==> src/rtl/pipeline_ctrl_bank.sv <==
// Multi-layer, frame-synchronous control register bank fed by an SPI byte stream.
// Optional PIPELINE_CTRL_STATUS_EN adds status_byte and a sticky error flag.
module pipeline_ctrl_bank #(
    parameter int PRECISION              = 11,
    parameter int TRANSPARENCY_PRECISION = 3,
    parameter int NUM_LAYERS             = 2
) (
    input  logic                                      clk,
    input  logic                                      rst_n,
    input  logic [7:0]                                cmd_byte,
    input  logic                                      cmd_valid,
    input  logic                                      cmd_abort,
    input  logic                                      frame_start,
    output logic [2*NUM_LAYERS-1:0]                   ctrl_overlay_mode,
    output logic [2*NUM_LAYERS-1:0]                   ctrl_fg_scale,
    output logic [(PRECISION+1)*NUM_LAYERS-1:0]       ctrl_fg_offset_x,
    output logic [(PRECISION+1)*NUM_LAYERS-1:0]       ctrl_fg_offset_y,
    output logic [(TRANSPARENCY_PRECISION+1)*NUM_LAYERS-1:0] ctrl_fg_opacity,
    output logic [PRECISION*NUM_LAYERS-1:0]           ctrl_fg_clip_left,
    output logic [PRECISION*NUM_LAYERS-1:0]           ctrl_fg_clip_right,
    output logic [PRECISION*NUM_LAYERS-1:0]           ctrl_fg_clip_top,
    output logic [PRECISION*NUM_LAYERS-1:0]           ctrl_fg_clip_bottom,
    output logic                                      ctrl_fg_freeze,
    output logic                                      commit_pending,
    output logic                                      cmd_error
`ifdef PIPELINE_CTRL_STATUS_EN
    ,
    output logic [7:0]                                status_byte
`endif
);
    localparam int OW = PRECISION + 1;
    localparam int TW = TRANSPARENCY_PRECISION + 1;
    localparam logic [TW-1:0] OPAQ  = TW'(1 << TRANSPARENCY_PRECISION);
    localparam logic [8:0]    OPAQ9 = 9'(1 << TRANSPARENCY_PRECISION);
    localparam logic [4:0]    NL5   = 5'(NUM_LAYERS);

    typedef struct packed {
        logic [1:0]           mode;
        logic [1:0]           scale;
        logic [OW-1:0]        offx;
        logic [OW-1:0]        offy;
        logic [TW-1:0]        opac;
        logic [PRECISION-1:0] cl;
        logic [PRECISION-1:0] cr;
        logic [PRECISION-1:0] ct;
        logic [PRECISION-1:0] cb;
    } layer_t;

    localparam layer_t DEF = '{mode: 2'd0, scale: 2'd0, offx: '0, offy: '0, opac: OPAQ,
                               cl: '0, cr: '0, ct: '0, cb: '0};

    typedef enum logic [1:0] {IDLE, BYTE_HI, BYTE_LO} state_t;

    state_t      r_state, w_state_nxt;
    logic [3:0]  r_op, r_layer;
    logic [7:0]  r_hi;
    layer_t      r_sh  [NUM_LAYERS];
    layer_t      r_act [NUM_LAYERS];
    logic        r_freeze, r_pending, r_err;
    logic        w_err, w_commit, w_clear, w_wr, w_layer_ok;
    logic [15:0] w_pay;
    logic [TW-1:0] w_opac;

    assign w_layer_ok = {1'b0, r_layer} < NL5;
    assign w_pay      = {r_hi, cmd_byte};
    assign w_opac     = ({1'b0, cmd_byte} > OPAQ9) ? OPAQ : TW'(cmd_byte);

    always_ff @(posedge clk) begin
        if (!rst_n) r_state <= IDLE;
        else        r_state <= w_state_nxt;
    end

    // Abort wins over a byte strobe in the same cycle.
    always_comb begin
        w_state_nxt = r_state;
        w_err       = 1'b0;
        w_commit    = 1'b0;
        w_clear     = 1'b0;
        w_wr        = 1'b0;
        if (cmd_abort) begin
            w_state_nxt = IDLE;
        end else if (cmd_valid) begin
            case (r_state)
                IDLE: begin
                    case (cmd_byte[7:4])
                        4'h0:                   ;
                        4'hB:                   w_commit = 1'b1;
                        4'hF:                   w_clear  = 1'b1;
                        4'hC, 4'hD, 4'hE:       w_err    = 1'b1;
                        4'h1, 4'h2, 4'h5, 4'hA: w_state_nxt = BYTE_LO;
                        default:                w_state_nxt = BYTE_HI;
                    endcase
                end
                BYTE_HI: w_state_nxt = BYTE_LO;
                BYTE_LO: begin
                    w_state_nxt = IDLE;
                    if (r_op != 4'hA && !w_layer_ok)               w_err = 1'b1;
                    else if (r_op == 4'h1 && cmd_byte[1:0] == 2'd3) w_err = 1'b1;
                    else                                            w_wr  = 1'b1;
                end
                default: w_state_nxt = IDLE;
            endcase
        end
    end

    always_ff @(posedge clk) begin
        if (cmd_valid && r_state == IDLE)    {r_op, r_layer} <= cmd_byte;
        if (cmd_valid && r_state == BYTE_HI) r_hi <= cmd_byte;
    end

    // Nonblocking semantics give the commit the pre-write shadow value.
    always_ff @(posedge clk) begin
        if (!rst_n) begin
            for (int l = 0; l < NUM_LAYERS; l++) begin
                r_sh[l]  <= DEF;
                r_act[l] <= DEF;
            end
            r_freeze  <= 1'b0;
            r_pending <= 1'b0;
            r_err     <= 1'b0;
        end else begin
            r_err <= w_err;
            if (frame_start && r_pending)
                for (int l = 0; l < NUM_LAYERS; l++) r_act[l] <= r_sh[l];
            if (w_commit)         r_pending <= 1'b1;
            else if (frame_start) r_pending <= 1'b0;
            if (w_wr && r_op == 4'hA) r_freeze <= cmd_byte[0];
            for (int l = 0; l < NUM_LAYERS; l++) begin
                if (w_clear) begin
                    r_sh[l] <= DEF;
                end else if (w_wr && {1'b0, r_layer} == 5'(l)) begin
                    case (r_op)
                        4'h1:    r_sh[l].mode  <= cmd_byte[1:0];
                        4'h2:    r_sh[l].scale <= cmd_byte[1:0];
                        4'h3:    r_sh[l].offx  <= OW'(w_pay);
                        4'h4:    r_sh[l].offy  <= OW'(w_pay);
                        4'h5:    r_sh[l].opac  <= w_opac;
                        4'h6:    r_sh[l].cl    <= PRECISION'(w_pay);
                        4'h7:    r_sh[l].cr    <= PRECISION'(w_pay);
                        4'h8:    r_sh[l].ct    <= PRECISION'(w_pay);
                        4'h9:    r_sh[l].cb    <= PRECISION'(w_pay);
                        default: ;
                    endcase
                end
            end
        end
    end

    for (genvar g = 0; g < NUM_LAYERS; g++) begin : g_out
        assign ctrl_overlay_mode[2*g +: 2]          = r_act[g].mode;
        assign ctrl_fg_scale[2*g +: 2]              = r_act[g].scale;
        assign ctrl_fg_offset_x[OW*g +: OW]         = r_act[g].offx;
        assign ctrl_fg_offset_y[OW*g +: OW]         = r_act[g].offy;
        assign ctrl_fg_opacity[TW*g +: TW]          = r_act[g].opac;
        assign ctrl_fg_clip_left[PRECISION*g +: PRECISION]   = r_act[g].cl;
        assign ctrl_fg_clip_right[PRECISION*g +: PRECISION]  = r_act[g].cr;
        assign ctrl_fg_clip_top[PRECISION*g +: PRECISION]    = r_act[g].ct;
        assign ctrl_fg_clip_bottom[PRECISION*g +: PRECISION] = r_act[g].cb;
    end

    assign ctrl_fg_freeze = r_freeze;
    assign commit_pending = r_pending;
    assign cmd_error      = r_err;

`ifdef PIPELINE_CTRL_STATUS_EN
    logic r_err_sticky;
    always_ff @(posedge clk) begin
        if (!rst_n)       r_err_sticky <= 1'b0;
        else if (w_clear) r_err_sticky <= 1'b0;
        else if (w_err)   r_err_sticky <= 1'b1;
    end
    // Every field is already a flop, so the concatenation is registered.
    assign status_byte = {r_pending, r_err_sticky, r_freeze, 1'b0, 4'(NUM_LAYERS - 1)};
`endif
endmodule
==> config.mk <==
export PLATFORM = sky130hd
export DESIGN_NAME = pipeline_ctrl_bank
export DESIGN_NICKNAME = d
export VERILOG_FILES = /design/src/rtl/pipeline_ctrl_bank.sv
export SDC_FILE = /design/constraint.sdc
export NUM_CORES = 1
export LEC_CHECK = 0
export BUFFER_PORTS_ARGS = -buffer_cell sky130_fd_sc_hd__buf_4
export CAP_MARGIN = 20
export CORE_MARGIN = 2
export CORE_UTILIZATION = 50
export DETAILED_ROUTE_END_ITERATION = 16
export GPL_ROUTABILITY_DRIVEN = 0
export PLACE_DENSITY_LB_ADDON = 0.08
export SKIP_CTS_REPAIR_TIMING = 1
export SYNTH_ARGS = -nofsm -noshare
export SYNTH_HDL_FRONTEND = slang
export SYNTH_SLANG_ARGS = --single-unit
export TNS_END_PERCENT = 50
==> constraint.sdc <==
create_clock -name clk -period 5 [get_ports clk]
set_input_delay 1.25 -clock clk [delete_from_list [all_inputs] [get_ports clk]]
set_output_delay 1.25 -clock clk [all_outputs]
set_load 0.005 [all_outputs]
==> results.cfg <==
[outcome]
status = completed

[setup_path]
worstPathCellList = buf_4, nor4bb_1, buf_4, nand4_1, nor3_2, nand2b_1
path_buf_inv = 2
path_delay_family = simple AND/OR/NAND/NOR gates
arrival_ns = 3.32
cp_max_fo = 11
crit_path_max_incr_delay_ns = 0.56
crit_top_cell = buf_4
critPathRequiredTime_ns = 5.18
crit_start = cmd_valid
end_kind = flip-flop
criticalPathCategory = input port to flip-flop
crit_slowest_cell = nor3_2
worstReg2RegStart = r_layer[3]
crit_path_start_kind = input port

[die]
core_area_um2 = 24200
rows = 57
start_util_pct = 50.7
io_pins = 168
die_w_um = 161
die_area_um2 = 25900
die_height_um = 161

[run]
cap_violations = 0

[placed_design]
dp.cells = 1256
pre_cts_ws_ns = 1.20
portBuffers = 167
hpwl_um = 17200

[logic_synthesis]
syn_avg_cell_area_um2 = 15.4
synth-async-reset-ratio_pct = 0
ys_ff_latch = 321
syn_nets = 810
postSynthCellCount = 797
synth_area_um2 = 12300
synth_edf_count = 316
synth_top_area_cell = edfxtp_1
synth_cell_types = 46
synth_seq_area_share_pct = 77.9
synth.area.top_cells = edfxtp_1 (77%), and2_1 (10%), nor2_1 (2.7%), clkbuf_1 (0.85%), dfxtp_1 (0.81%)
synth_top_area_share_pct = 77.1
ys_warn_count = 0
synth_ff_type = edfxtp_1

[detailed_routing]
drtAntennaViolNets = 0
routed_wl_um = 26100
vias = 6880
drcViolationCount = 0
wire_per_inst_um = 19.8
via_per_inst = 5.22
dr.pass1.iters = 8
drtIter0Drc = 696

[power]
power_frac_seq_pct = 53.8
clockPowerShare_pct = 42.6
p_switching_mw = 1.12
worst_ir_drop_vdd_mv = 0.232
power_density_nw_per_um2 = 380
p_int_mw = 4.61
p_sw_share_pct = 19.5
cellLeakagePower_nw = 5.66
p_comb_share_pct = 3.6
finalPower_mw = 5.73

[sta]
fin_skew_ns = 0.0156
worst_hold_slack_ns = 0.514
setup_viol = 0
hold_violations = 0
max_freq_mhz = 319
worst_pin_slew_ns = 1.05
fin_ws_ns = 1.86
rsz0062_at_grt = no
period_share_pct = 62.8
min_period_ns = 3.14
slew-limit-headroom_pct = 29.5
tns_ns = 0
drv_slew = 0

[clock_tree]
numCtsBuffers = 31
cts_tree = yes
cts_sinks = 321
clk_latency_ns = 0.55
path_clk_slew_ns = 0.06
clockBufferDepth = 3
root_buffer = clkbuf_16
htreeDepth = 1

[cells_and_area]
fin_nets = 983
final_cell_mix = edfxtp_1 (316), and2_1 (199), buf_4 (180), nor2_1 (88), clkbuf_16 (31)
drive_gt1_share_pct = 25.4
syn_to_final_growth_pct = 22.3
fin_cells = 1319
layout_commonest_cell = edfxtp_1
n_antenna_cell = 0

[global_routing]
track_usage_pct = 20.2
antenna_found_initial = 0
globalRouteOverflowTotal = 0
grt_max_degree = 153
grt_first_pass_wirelength_um = 39800
grt_pass1_vias = 6813

[hold_path]
hp-class = flip-flop to flip-flop
min_from = r_sh[1][48]
## power groups by stage
stage	Clock (mW)	Sequential (mW)	Combinational [mW]
2_1_floorplan	0	3.13	0.0787
3_3_place_gp	0	3.14	0.196
3_5_place_dp	0	3.14	0.203
4_1_cts	2.49	3.08	0.203
5_1_grt	2.59	3.09	0.223
6_report	2.44	3.08	0.207
## metrics by stage
step	instance area, um2	util, %
2_1_floorplan	12300	-
3_3_place_gp	13900	57.3
3_5_place_dp	13900	57.3
4_1_cts	15000	61.7
5_1_grt	15100	62.1
6_report	15100	62.1
## per-layer routing
metal / GRT usage (%) / vias to the layer above / part of all wire, %
li1: - / 3190 / -
met1: 28.8 / 3329 / 42
met2: 33.1 / 325 / 48
met3: 3.23 / 36 / 8.2
met4: 4.75 / 0 / 1.9
met5: 0 / - / 0
## worst paths after layout
check,endpoint,slack (ns),cells past startpoint
setup / recovery,r_sh[1][10],1.86,6
hold / removal,r_act[0][124],0.51,1
setup reg to reg,r_sh[1][10],2.17,4
hold reg to reg,r_act[0][124],0.51,1
## cells in the mapped netlist, types with 4 or more instances
| cell | number |
|---|---|
| edfxtp_1 | 316 |
| and2_1 | 199 |
| nor2_1 | 88 |
| clkbuf_1 | 28 |
| nand2_1 | 22 |
| nand3_1 | 16 |
| o21ai_0 | 15 |
| buf_2 | 13 |
| nor3_1 | 13 |
| and2_4 | 9 |
| nand2b_1 | 8 |
| dfxtp_1 | 5 |
| inv_1 | 5 |
| nand3b_1 | 5 |
| and3b_1 | 4 |
| nand4_1 | 4 |
| nor2b_1 | 4 |
## worst register-to-register path: stages, from the launching register on
cell      delay (ns)
edfxtp_1        0.43
nor4b_2         0.51
nand4_1         0.42
nor3_2          0.56
nand2b_1        0.55
## flip-flops by register name, indices dropped and copies added, names as in the netlist
signal and count:
cmd_error 1, commit_pending 1, ctrl_fg_freeze 1, r_act 152, r_hi 4, r_layer 4, r_op 4, r_sh 152
r_state 2
## final cells by class
type / count / area [um2]
fill: 1848 / 9200
tap: 324 / 405
clock buffer: 38 / 822
sequential: 321 / 9590
inverter: 5 / 18.8
clock inverter: 20 / 268
timing repair buffer: 183 / 1410
multi-input combinational: 428 / 2530
## kinds of logic (layout without fill, tap and decap cells)
| kind of cell | count (synthesis) | in the layout | share of synthesized area [%] |
|---|---|---|---|
| AOI/OAI and AO/OA | 32 | 32 | 1.92 |
| buffers and inverters | 48 | 246 | 1.69 |
| DFF | 321 | 321 | 77.9 |
| muxes | 2 | 2 | 0.173 |
| and+or+nand+nor | 394 | 394 | 18.3 |
Note: power is estimated with default switching activity, not from simulation.
